## config.mk

```make
export PLATFORM = sky130hd
export DESIGN_NAME = countdown_timer_flat
export DESIGN_NICKNAME = d
export VERILOG_FILES = /design/src/rtl/countdown_pkg.sv /design/src/rtl/countdown_timer_if.sv /design/src/rtl/seg7_decode.sv /design/src/rtl/countdown_timer.sv /design/src/flat_wrapper.sv
export SDC_FILE = /design/constraint.sdc
export NUM_CORES = 1
export LEC_CHECK = 0
export ABC_AREA = 1
export BUFFER_PORTS_ARGS = -buffer_cell sky130_fd_sc_hd__buf_2
export CORE_MARGIN = 2
export CORE_UTILIZATION = 60
export DETAILED_ROUTE_END_ITERATION = 8
export PLACE_DENSITY = 0.91
export SETUP_SLACK_MARGIN = 0.5
export SYNTH_ARGS = -nofsm -noshare
export SYNTH_HDL_FRONTEND = slang
export SYNTH_SLANG_ARGS = --single-unit
```

## constraint.sdc

```tcl
create_clock -name clk -period 4.1 [get_ports clk]
set_input_delay 0.82 -clock clk [delete_from_list [all_inputs] [get_ports clk]]
set_output_delay 0.82 -clock clk [all_outputs]
set_load 0.05 [all_outputs]
```

## src/rtl/countdown_pkg.sv

```systemverilog
// Shared types, segment patterns and BCD helpers for countdown_timer.
package countdown_pkg;

    typedef enum logic [1:0] {
        IDLE  = 2'd0,
        PAUSE = 2'd1,
        RUN   = 2'd2,
        DONE  = 2'd3
    } state_e;

    localparam logic [6:0] SEG_0     = 7'h3F;
    localparam logic [6:0] SEG_1     = 7'h06;
    localparam logic [6:0] SEG_2     = 7'h5B;
    localparam logic [6:0] SEG_3     = 7'h4F;
    localparam logic [6:0] SEG_4     = 7'h66;
    localparam logic [6:0] SEG_5     = 7'h6D;
    localparam logic [6:0] SEG_6     = 7'h7D;
    localparam logic [6:0] SEG_7     = 7'h07;
    localparam logic [6:0] SEG_8     = 7'h7F;
    localparam logic [6:0] SEG_9     = 7'h6F;
    localparam logic [6:0] SEG_BLANK = 7'h00;

    localparam logic [3:0] BCD_MAX = 4'd9;

    // Saturate every nibble of a four-digit BCD word to 9.
    function automatic logic [15:0] bcd_clamp(input logic [15:0] v);
        logic [15:0] r;
        r = v;
        for (int i = 0; i < 4; i++) begin
            if (v[i*4 +: 4] > BCD_MAX) begin
                r[i*4 +: 4] = BCD_MAX;
            end else begin
                r[i*4 +: 4] = v[i*4 +: 4];
            end
        end
        return r;
    endfunction

    // Subtract one from a four-digit BCD word, rippling the borrow upward.
    function automatic logic [15:0] bcd_dec(input logic [15:0] v);
        logic [15:0] r;
        logic        borrow;
        r      = v;
        borrow = 1'b1;
        for (int i = 0; i < 4; i++) begin
            if (borrow) begin
                if (v[i*4 +: 4] == 4'd0) begin
                    r[i*4 +: 4] = BCD_MAX;
                end else begin
                    r[i*4 +: 4] = v[i*4 +: 4] - 4'd1;
                    borrow      = 1'b0;
                end
            end else begin
                r[i*4 +: 4] = v[i*4 +: 4];
            end
        end
        return r;
    endfunction

endpackage

```

## src/rtl/countdown_timer_if.sv

```systemverilog
// Control and display bundle between the clock top level and countdown_timer.
interface countdown_timer_if;
    logic        load;
    logic [15:0] load_value;
    logic        start_stop;
    logic [6:0]  seg3;
    logic [6:0]  seg2;
    logic [6:0]  seg1;
    logic [6:0]  seg0;
    logic        running;
    logic        expired;
    logic        alarm;

    modport master (
        output load, load_value, start_stop,
        input  seg3, seg2, seg1, seg0, running, expired, alarm
    );

    modport slave (
        input  load, load_value, start_stop,
        output seg3, seg2, seg1, seg0, running, expired, alarm
    );
endinterface

```

## src/rtl/seg7_decode.sv

```systemverilog
// BCD digit to active-high 7-segment pattern (bit0=a .. bit6=g); shared with the stopwatch.
module seg7_decode
    import countdown_pkg::*;
(
    input  logic [3:0] bcd_i,
    output logic [6:0] seg_o
);

    // Pure lookup; non-BCD codes show blank.
    always_comb begin
        seg_o = SEG_BLANK;
        case (bcd_i)
            4'd0:    seg_o = SEG_0;
            4'd1:    seg_o = SEG_1;
            4'd2:    seg_o = SEG_2;
            4'd3:    seg_o = SEG_3;
            4'd4:    seg_o = SEG_4;
            4'd5:    seg_o = SEG_5;
            4'd6:    seg_o = SEG_6;
            4'd7:    seg_o = SEG_7;
            4'd8:    seg_o = SEG_8;
            4'd9:    seg_o = SEG_9;
            default: seg_o = SEG_BLANK;
        endcase
    end

endmodule

```

## src/rtl/countdown_timer.sv

```systemverilog
// Four-digit BCD countdown timer with 7-segment outputs.
// Optional feature: define COUNTDOWN_BLINK_EN to blink the 0000 display after expiry.
module countdown_timer
    import countdown_pkg::*;
#(
    parameter int TICK_DIV = 100000
) (
    input  logic              clk,
    input  logic              reset,
    countdown_timer_if.slave  bus
);

    localparam int             PW        = (TICK_DIV > 1) ? $clog2(TICK_DIV) : 1;
    localparam logic [PW-1:0]  PRESC_MAX = PW'(TICK_DIV - 1);

    state_e         state_q;
    logic [15:0]    digits_q;
    logic           prev_q;
    logic [PW-1:0]  presc_q;
    logic           running_q;
    logic           expired_q;
    logic           alarm_q;
`ifdef COUNTDOWN_BLINK_EN
    logic           blink_q;
`endif

    logic           edge_s;
    logic           wrap_s;
    logic [15:0]    dec_s;
    logic [6:0]     seg3_s, seg2_s, seg1_s, seg0_s;

    assign edge_s = bus.start_stop & ~prev_q;
    assign wrap_s = (presc_q == PRESC_MAX);
    assign dec_s  = bcd_dec(digits_q);

    // Control FSM: load has priority over the start/stop edge; outputs are registered.
    always_ff @(posedge clk or posedge reset) begin
        if (reset) begin
            state_q   <= IDLE;
            digits_q  <= 16'h0000;
            prev_q    <= 1'b0;
            presc_q   <= '0;
            running_q <= 1'b0;
            expired_q <= 1'b0;
            alarm_q   <= 1'b0;
`ifdef COUNTDOWN_BLINK_EN
            blink_q   <= 1'b0;
`endif
        end else begin
            prev_q  <= bus.start_stop;
            alarm_q <= 1'b0;
            if (bus.load && (state_q != RUN)) begin
                digits_q  <= bcd_clamp(bus.load_value);
                state_q   <= PAUSE;
                presc_q   <= '0;
                running_q <= 1'b0;
                expired_q <= 1'b0;
`ifdef COUNTDOWN_BLINK_EN
                blink_q   <= 1'b0;
`endif
            end else begin
                case (state_q)
                    IDLE: begin
                        state_q <= IDLE;
                    end
                    PAUSE: begin
                        if (edge_s && (digits_q != 16'h0000)) begin
                            state_q   <= RUN;
                            running_q <= 1'b1;
                            presc_q   <= '0;
                        end else begin
                            state_q <= PAUSE;
                        end
                    end
                    RUN: begin
                        if (edge_s) begin
                            state_q   <= PAUSE;
                            running_q <= 1'b0;
                            presc_q   <= '0;
                        end else if (wrap_s) begin
                            presc_q  <= '0;
                            digits_q <= dec_s;
                            if (dec_s == 16'h0000) begin
                                state_q   <= DONE;
                                running_q <= 1'b0;
                                expired_q <= 1'b1;
                                alarm_q   <= 1'b1;
                            end else begin
                                state_q <= RUN;
                            end
                        end else begin
                            presc_q <= presc_q + PW'(1);
                        end
                    end
                    DONE: begin
`ifdef COUNTDOWN_BLINK_EN
                        // Free-running prescaler paces the blink toggle.
                        if (wrap_s) begin
                            presc_q <= '0;
                            blink_q <= ~blink_q;
                        end else begin
                            presc_q <= presc_q + PW'(1);
                        end
`else
                        presc_q <= '0;
`endif
                    end
                    default: begin
                        state_q <= IDLE;
                    end
                endcase
            end
        end
    end

    seg7_decode u_dec3 (.bcd_i(digits_q[15:12]), .seg_o(seg3_s));
    seg7_decode u_dec2 (.bcd_i(digits_q[11:8]),  .seg_o(seg2_s));
    seg7_decode u_dec1 (.bcd_i(digits_q[7:4]),   .seg_o(seg1_s));
    seg7_decode u_dec0 (.bcd_i(digits_q[3:0]),   .seg_o(seg0_s));

`ifdef COUNTDOWN_BLINK_EN
    assign bus.seg3 = blink_q ? SEG_BLANK : seg3_s;
    assign bus.seg2 = blink_q ? SEG_BLANK : seg2_s;
    assign bus.seg1 = blink_q ? SEG_BLANK : seg1_s;
    assign bus.seg0 = blink_q ? SEG_BLANK : seg0_s;
`else
    assign bus.seg3 = seg3_s;
    assign bus.seg2 = seg2_s;
    assign bus.seg1 = seg1_s;
    assign bus.seg0 = seg0_s;
`endif

    assign bus.running = running_q;
    assign bus.expired = expired_q;
    assign bus.alarm   = alarm_q;

endmodule

```

## src/flat_wrapper.sv

```systemverilog
// flat-port wrapper written by rule: the top's interface ports become plain ports
module countdown_timer_flat import countdown_pkg::*;
#(
    parameter int TICK_DIV = 100000
)
  (clk, reset, bus_load, bus_load_value, bus_start_stop, bus_seg3, bus_seg2, bus_seg1, bus_seg0, bus_running, bus_expired, bus_alarm);
  countdown_timer_if bus_i ();
  input  logic clk;
  input  logic reset;
  input wire logic [$bits(bus_i.load)-1:0] bus_load;
  input wire logic [$bits(bus_i.load_value)-1:0] bus_load_value;
  input wire logic [$bits(bus_i.start_stop)-1:0] bus_start_stop;
  output wire logic [$bits(bus_i.seg3)-1:0] bus_seg3;
  output wire logic [$bits(bus_i.seg2)-1:0] bus_seg2;
  output wire logic [$bits(bus_i.seg1)-1:0] bus_seg1;
  output wire logic [$bits(bus_i.seg0)-1:0] bus_seg0;
  output wire logic [$bits(bus_i.running)-1:0] bus_running;
  output wire logic [$bits(bus_i.expired)-1:0] bus_expired;
  output wire logic [$bits(bus_i.alarm)-1:0] bus_alarm;
  assign bus_i.load = bus_load;
  assign bus_i.load_value = bus_load_value;
  assign bus_i.start_stop = bus_start_stop;
  assign bus_seg3 = bus_i.seg3;
  assign bus_seg2 = bus_i.seg2;
  assign bus_seg1 = bus_i.seg1;
  assign bus_seg0 = bus_i.seg0;
  assign bus_running = bus_i.running;
  assign bus_expired = bus_i.expired;
  assign bus_alarm = bus_i.alarm;
  countdown_timer #(.TICK_DIV(TICK_DIV)) u_core (.clk(clk), .reset(reset), .bus(bus_i));
endmodule
```

==> results of run 1 <==
[power by group]
part	total, uW	internal [uW]	switching [uW]
clock network	335	185	150
logic	1370	338	1030
registers	518	438	80.9
total	2220	961	1260
[worst min-delay path: cells and delay by family, from the launching register on]
kind	cells	cell delay, ps
and+or+nand+nor	2	110
DFF	1	370
[cell usage after synthesis]
library cell	instances
a21oi_1	19
a21oi_2	3
a31oi_1	2
and3_1	3
buf_2	4
buf_4	1
buf_6	1
clkbuf_1	2
dfrtp_1	39
ha_1	28
inv_1	61
inv_2	7
nand2_1	122
nand2_2	5
nand2_4	4
nand3_1	43
nand4_1	8
nor2_1	63
nor2_2	4
nor2_4	1
nor2_8	2
nor3_1	11
nor3_2	1
nor4_1	1
o211ai_1	3
o21a_1	3
o21ai_0	40
o21ai_1	6
o21ai_2	1
o21bai_1	1
o22ai_1	3
o311ai_0	4
o31ai_1	1
o32ai_1	1
or2_2	3
xor2_1	7
[stage by stage]
step	setup WS, ps	util	cells	hold WS (ps)	total power (uW)
4_1_cts	1360	0.694	631	500	2220
6_report	1360	0.694	631	506	2220
3_5_place_dp	1380	0.673	623	474	1880
2_1_floorplan	804	-	508	479	1610
5_1_grt	989	0.694	631	531	2380
3_3_place_gp	1560	0.673	623	462	1840
[state kept, by name (all words and copies together), names as in the netlist]
| signal | flops |
|---|---|
| u_core.bus.expired | 1 |
| u_core.bus.alarm | 1 |
| u_core.state_q | 2 |
| u_core.bus.running | 1 |
| u_core.presc_q | 17 |
| u_core.prev_q | 1 |
| u_core.digits_q | 16 |
[metal layers]
metal / vias to the layer above / wire length (microns) / GRT usage
li1: 1759 / - / -
met1: 1577 / 3470 / 0.362
met2: 120 / 4180 / 0.497
met3: 4 / 553 / 0.0409
met4: 0 / 38 / 0.0517
met5: - / 0 / 0
[area by class of cell]
cell class,instances,area (sq um),share of cell area
multi-input combinational,393,2130,0.557
sequential,39,976,0.255
timing repair buffer,51,258,0.0674
inverter,68,255,0.0668
tap,72,90.1,0.0236
clock buffer,5,68.8,0.0180
clock inverter,3,47.5,0.0124
[final timing paths]
path                                           from            endpoint  slack [ps]  cells after the start
worst max-delay path            u_core.digits_q[12]         bus_seg3[0]        1360                      5
worst min-delay path             u_core.bus.running  u_core.bus.running         510                      2
worst max register to register    u_core.state_q[0]  u_core.digits_q[4]        1380                      9
worst min register to register   u_core.bus.running  u_core.bus.running         510                      2
max in group asynchronous                     reset   u_core.presc_q[8]        3100                      3
min in group asynchronous                     reset  u_core.digits_q[4]         640                      3
[kinds of logic after synthesis]
group	count (synthesis)	share of synthesized area
buffers and inverters	76	0.0885
DFF	39	0.287
and+or+nand+nor	271	0.359
adders and majority gates	28	0.103
AOI/OAI and AO/OA	87	0.145
xor gates and xnor gates	7	0.0180
==> results_dict.tcl, run 1 <==
set metrics [dict create \
    post_cts_buffers 0 \
    synth_area_leaders "dfrtp_1, nand2_1, ha_1" \
    postSynthAreaPerCell_sq_um 6.70 \
    routed_via_density 5.48 \
    fp.dieW_microns 79.3 \
    worstMarginPinSlew_ps 616 \
    cts_hold_buf 0 \
    hpwl_mm 6.34 \
    finalSetupViolations 0 \
    layout_commonest_cell "nand2_1" \
    fin_crit_ps 2740 \
    rows 27 \
    core_area_sq_um 5510 \
    relSlewSlack 0.585 \
    start_util 0.618 \
    drc 0 \
    synthesis.nets 556 \
    clock_skew_ps 13.3 \
    hold_viol_final 0 \
    wire_per_inst_microns 13.1 \
    synth_cell_types 36 \
    layout_common_cells "nand2_1, nor2_1, inv_1" \
    synth_top_area_frac 0.287 \
    pin_count 51 \
    drive_gt1_frac 0.161 \
    vias 3460 \
    crit_path_top_delay_cell "dfrtp_1" \
    grt.overflow.total 0 \
    place_area_sq_um 3710 \
    grt_pass1_vias 3241 \
    worst_setup_path_end_kind "primary output" \
    fillers 454 \
    worst_ir_drop_vdd_v 0.000410 \
    finalCritPeriodShare 0.669 \
    crit_family "flip-flops" \
    grt_pass1_wl_mm 14.1 \
    start_kind "flip-flop" \
    drt_iter0_markers 204 \
    synth_top_area_cell "dfrtp_1" \
    ant_nets 0 \
    yosys_warnings 0 \
    hold_path_class "reg -> reg" \
    crit_buf_inv 2 \
    die_y_microns 79.3 \
    slew_violations 0 \
    grt_max_degree 40 \
    worstSetupPathType "reg -> out" \
    cp_data_arrival_time_ps 1920 \
    syn_inst 508 \
    crit_fanout 6 \
    path_cells "inv_1 > ha_1 > or2_2 > a21oi_1 > buf_2" \
    place_congestion 0.929 \
    root_buffer "clkbuf_8" \
    syn_area_sq_um 3410 \
    htree_levels 2 \
    required_ps 3280 \
    finish.instance_area_sq_um 3820 \
    nNetsFinal 606 \
    ys_ff_latch 39 \
    finalSetupTns_ps 0 \
    cts-resized-gates 0 \
    leakage_uw 0.00194 \
    cts.clk_slew.worst_paths_ps 90 \
    wl_mm 8.24 \
    maxCapViolations 0 \
    cts_buffer_depth 2 \
    clock_latency_ps 300 \
    die_area_sq_um 6290 \
    io_buffers 50 \
    p_per_area_nw_per_um2 580 \
    grt_util_all_layers 0.279 \
    area_growth_pct 12.3 \
    diodes 0 \
    antenna_found_initial 0 \
    status "finished clean" \
    firstDrtPassIters 5 \
    cts_tree "done" \
    clock_sinks 39 \
    ys_seq_area_frac 0.287 \
    cts_made_buffers 5 \
    rsz0062_at_grt "no" \
    cpPeakStageDelay_ps 490 \
    max_freq_ghz 0.364 \
]
Note: power is estimated with default switching activity, not from simulation.
==> run 2: changes to the inputs <==
- ABC_AREA: 1 -> 0
- CORE_UTILIZATION: 60 -> 58
- PLACE_DENSITY: 0.91 -> 0.89
- clock period: 4.1 -> 2.73 ns (I/O delays scaled with it)
==> results_dict.tcl, run 2 <==
set metrics [dict create \
    diodes 0 \
    grt.overflow.total 0 \
    synth_area_leaders "dfrtp_1, ha_1, o21ai_0" \
    top_regs "u_core.presc_q: 17 flops, u_core.digits_q: 16 flops, u_core.state_q: 2 flops" \
    start_util 0.590 \
    cts_tree "done" \
    relSlewSlack 0.635 \
    synth_cell_types 69 \
    clock_latency_ps 320 \
    worst_setup_path_end_kind "flip-flop" \
    hold_viol_final 0 \
    hold_path_class "in -> async" \
    area_growth_pct 31.7 \
    top_usage_layer "met2" \
    clock_sinks 39 \
    synth_top_area_frac 0.285 \
    cp_data_arrival_time_ps 2740 \
    layout_common_cells "buf_4, buf_2, dfrtp_1" \
    crit_fanout 5 \
    die_area_sq_um 6540 \
    synthTopCellsByCount "dfrtp_1, o21ai_0, a21oi_1" \
    wire_per_inst_microns 20.8 \
    grt_pass1_vias 3390 \
    leakage_uw 0.00203 \
    cts_buffer_depth 2 \
    ant_nets 0 \
    largest_reg_flops 17 \
    core_area_sq_um 5820 \
    use_met2 0.536 \
    top_register "u_core.presc_q" \
    slew_violations 0 \
    synth_edf_count 0 \
    die_y_microns 80.9 \
    grt_util_all_layers 0.308 \
    root_buffer "clkbuf_8" \
    worst_ir_drop_vdd_v 0.000440 \
    rows 28 \
    maxCapViolations 0 \
    drt_iter0_markers 376 \
    required_ps 2940 \
    finalSetupTns_ps 0 \
    antenna_found_initial 0 \
    postSynthAreaPerCell_sq_um 8.51 \
    status "finished clean" \
    ys_seq_area_frac 0.285 \
    cts_made_buffers 5 \
    io_buffers 50 \
    hold_ws_ps 350 \
    worstMarginPinSlew_ps 547 \
    fin_crit_ps 2530 \
    yosysMostFrequentCell "dfrtp_1" \
    cts.clk_slew.worst_paths_ps 100 \
    drc 0 \
    fp.dieW_microns 80.9 \
    synth_top_area_cell "dfrtp_1" \
    wl_mm 11.9 \
    grt_max_degree 40 \
    fillers 337 \
    synth_flop_cell "dfrtp_1" \
    syn_inst 403 \
    yosys_warnings 0 \
    place_congestion 0.930 \
    use_met1 0.361 \
    start_kind "flip-flop" \
    rsz0062_at_grt "yes" \
    ys_ff_latch 39 \
    vias 3917 \
    routed_via_density 6.86 \
    drive_gt1_frac 0.383 \
    hpwl_mm 6.28 \
    htree_levels 2 \
    finalSetupViolations 0 \
    grt_pass1_wl_mm 15.9 \
    max_freq_ghz 0.395 \
    use_met3 0.0544 \
    cts_hold_buf 0 \
    layout_commonest_cell "buf_4" \
    synthesis.nets 451 \
    firstDrtPassIters 5 \
    p_per_area_nw_per_um2 606 \
    clock_skew_ps 18.0 \
    syn_area_sq_um 3430 \
    worstSetupPathType "reg -> reg" \
    async_reset_ff_frac 1.00 \
    finalCritPeriodShare 0.928 \
    nNetsFinal 543 \
    pin_count 51 \
]
-- run 2: changes by cell type after synthesis, sizes merged, moves of 11 or more --
cell	delta
o21ai	-16
nor2	-47
inv	-41
nand2b	+11
nand2	-103
nand3	-37
-- run 2: cell families (layout without fill, tap and decap cells) --
family                     count (synthesis)  count (layout)  share of synthesized area
muxes                                      8               8                     0.0237
buffers and inverters                     47             140                     0.0675
and+or+nand+nor                          145             145                      0.251
AOI/OAI and AO/OA                        131             131                      0.258
DFF                                       39              39                      0.285
xor gates and xnor gates                   5               5                     0.0128
adders and majority gates                 28              28                      0.102
-- run 2: layout make-up --
cell class | count | area, sq um | area share
clock buffer | 5 | 68.8 | 0.0152
clock inverter | 3 | 43.8 | 0.00970
inverter | 27 | 113 | 0.0249
multi-input combinational | 317 | 2470 | 0.547
sequential | 39 | 988 | 0.219
tap | 75 | 93.8 | 0.0208
timing repair buffer | 105 | 738 | 0.163
-- run 2: timing repair --
action	in CTS	in global routing
gates resized for setup	26	59
endpoints found under the setup margin	42	54
hold endpoints to repair	0	0
buffers inserted	15	24
pin swaps	9	23
-- run 2: layer usage --
| layer | vias to the layer above | part of all wire |
|---|---|---|
| met3 | 94 | 0.098 |
| li1 | 1696 | - |
| met2 | 315 | 0.48 |
| met5 | - | 0 |
| met1 | 1812 | 0.36 |
| met4 | 0 | 0.060 |
-- run 2: worst paths after layout --
check | cells after the start | from | end | slack [ps]
worst min register to register | 1 | u_core.presc_q[0] | u_core.presc_q[0] | 530
worst min-delay path | 3 | reset | u_core.presc_q[0] | 350
worst max-delay path | 8 | u_core.digits_q[12] | u_core.bus.running | 200
worst max register to register | 8 | u_core.digits_q[12] | u_core.bus.running | 200
min in group clk | 1 | bus_start_stop | u_core.prev_q | 360
max in group asynchronous | 3 | reset | u_core.digits_q[7] | 1950
-- run 2: worst max-delay path, stage by stage (launching register included) --
cell	delay, ps
dfrtp_2	400
inv_4	60
ha_4	180
ha_4	270
nand2_1	70
or4_4	530
a2111oi_4	420
o211ai_2	170
a211o_1	330
-- run 2: where the power goes --
part | internal, uW | leakage, uW | switching (uW)
sequential | 631 | 0.000490 | 86.8
combinational | 522 | 0.00148 | 987
clock | 272 | 0.0000581 | 236
total | 1420 | 0.00203 | 1310
-- run 2: through the flow --
stage	setup slack, ps	utilization	total power, uW	instance area [sq um]	std cells
final	197	0.776	2740	4520	571
after global routing	146	0.776	2820	4520	571
after CTS	381	0.712	2500	4140	547
after detailed placement	188	0.656	1940	3810	524
after global placement	278	0.656	1900	3810	524
after floorplan	350	-	1670	3470	403
==> run 3: changes to the inputs <==
- CELL_PAD_IN_SITES_DETAIL_PLACEMENT: not set -> 1
- CELL_PAD_IN_SITES_GLOBAL_PLACEMENT: not set -> 1
- CORE_UTILIZATION: 58 -> 44
- PLACE_DENSITY: 0.89 -> 0.9
==> results_dict.tcl, run 3 (synthesis results as in run 2) <==
set metrics [dict create \
    status "finished clean" \
    use_met3 0.0444 \
    start_kind "flip-flop" \
    wire_per_inst_microns 26.7 \
    hold_path_class "in -> async" \
    top_regs "u_core.presc_q: 17 flops, u_core.digits_q: 16 flops, u_core.state_q: 2 flops" \
    p_switching_uw 1440 \
    cts_tree "done" \
    clock_skew_ps 12.3 \
    layout_common_cells "buf_4, buf_2, dfrtp_1" \
    hold_ws_ps 365 \
    p_per_area_nw_per_um2 601 \
    wl_mm 16.3 \
    grt_pass1_vias 3824 \
    clock_latency_ps 310 \
    internal_power_uw 1460 \
    firstDrtPassIters 7 \
    leakage_uw 0.00211 \
    cts.clk_slew.worst_paths_ps 90 \
    crit_buf_inv 3 \
    ant_nets 0 \
    routed_via_density 6.70 \
    io_buffers 50 \
    maxCapViolations 0 \
    cts_made_buffers 5 \
    path_cells "inv_2 > ha_4 > or3b_4 > buf_4 > buf_6 > nor4_1 > o31a_2 > a211oi_1 > a211o_1" \
    place_congestion 0.849 \
    drive_gt1_frac 0.443 \
    crit_family "simple AND/OR/NAND/NOR gates" \
    rows 32 \
    largest_reg_flops 17 \
    reg2reg_depth 9 \
    cp.depth 9 \
    antenna_found_initial 0 \
    top_register "u_core.presc_q" \
    die_y_microns 92.3 \
    clkPwrFrac 0.163 \
    crit_path_top_delay_cell "nor4_1" \
    drt_iter0_markers 311 \
    core_area_sq_um 7650 \
    relSlewSlack 0.553 \
    crit_fanout 4 \
    cts_buffer_depth 2 \
    fp.dieW_microns 92.3 \
    p_comb_frac 0.586 \
    diodes 0 \
    clock_sinks 39 \
    power.share.sequential 0.251 \
    hold_viol_final 0 \
    grt.overflow.total 0 \
    start_util 0.448 \
    cpPeakStageDelay_ps 510 \
    grt_pass1_wl_mm 19.9 \
    max_freq_ghz 0.391 \
    pin_count 51 \
    worst_ir_drop_vdd_v 0.000305 \
    worstSetupPathType "reg -> reg" \
    htree_levels 2 \
    worst_setup_path_end_kind "flip-flop" \
    die_area_sq_um 8520 \
    vias 4085 \
    layout_commonest_cell "buf_4" \
    grt_util_all_layers 0.294 \
    worstMarginPinSlew_ps 665 \
    hpwl_mm 7.68 \
    drc 0 \
    grt_max_degree 40 \
    slew_violations 0 \
    sw_frac_of_total 0.496 \
    finalSetupViolations 0 \
    rsz0062_at_grt "yes" \
    area_growth_pct 40.8 \
    use_met2 0.520 \
    root_buffer "clkbuf_8" \
    use_met1 0.344 \
    nNetsFinal 555 \
    cp_data_arrival_time_ps 2750 \
    finalSetupTns_ps 0 \
    required_ps 2920 \
    fin_crit_ps 2560 \
    top_usage_layer "met2" \
    finalCritPeriodShare 0.937 \
]
==> run 3: worst register-to-register path, delay by kind of cell, from the launching register on <==
kind	cells	cell delay, ps
AND/OR/NAND/NOR	2	910
AO/OA/AOI/OAI	3	570
flip-flops	1	430
buffers and inverters	3	370
adder cells (fa/ha/maj)	1	150
==> run 3: per-stage QoR <==
step / total power [uW] / area, sq um / cells / utilization / worst slack, ps
after global routing: 2990 / 4830 / 610 / 0.631 / 140
after floorplan: 1670 / 3470 / 403 / - / 350
after CTS: 2490 / 4230 / 581 / 0.553 / 371
final: 2900 / 4830 / 610 / 0.631 / 172
after global placement: 1910 / 3840 / 552 / 0.502 / 201
after detailed placement: 1960 / 3840 / 552 / 0.502 / 143
==> run 3: layout make-up <==
type                       instances  area, sq um
inverter                          27          109
multi-input combinational        317         2620
timing repair buffer             117          876
fill                             853         2820
tap                              102          128
clock inverter                     1         7.51
sequential                        39          991
clock buffer                       7         96.3
==> run 3: path summary, 6_finish.rpt <==
check                              startpoint                 end  slack (ps)
setup / recovery           u_core.digits_q[9]  u_core.bus.running         170
hold / removal                          reset   u_core.presc_q[5]         370
setup reg to reg           u_core.digits_q[9]  u_core.bus.running         170
hold reg to reg             u_core.presc_q[0]   u_core.presc_q[0]         540
max in group asynchronous               reset  u_core.digits_q[7]        1940
min in group clk               bus_start_stop       u_core.prev_q         370
==> run 3: metal layers <==
| metal | routed length, microns | vias to the layer above |
|---|---|---|
| li1 | - | 1711 |
| met1 | 6050 | 2046 |
| met2 | 8140 | 240 |
| met3 | 1060 | 88 |
| met4 | 1010 | 0 |
| met5 | 0 | - |
==> run 3: power by group through the flow <==
| stage | Sequential, uW | Combinational (uW) | Clock [uW] |
|---|---|---|---|
| detailed placement | 735 | 1220 | 0 |
| global placement | 730 | 1180 | 0 |
| global route | 735 | 1760 | 497 |
| finish | 730 | 1700 | 472 |
| floorplan | 716 | 950 | 0 |
| CTS | 710 | 1320 | 458 |
==> run 3: what timing repair did <==
item                       CTS  global route
pin swaps                   10            30
gates resized for setup     31            99
gates cloned                 0             2
hold buffers                 0             0
setup buffers               21            27
setup endpoints to repair   44            53
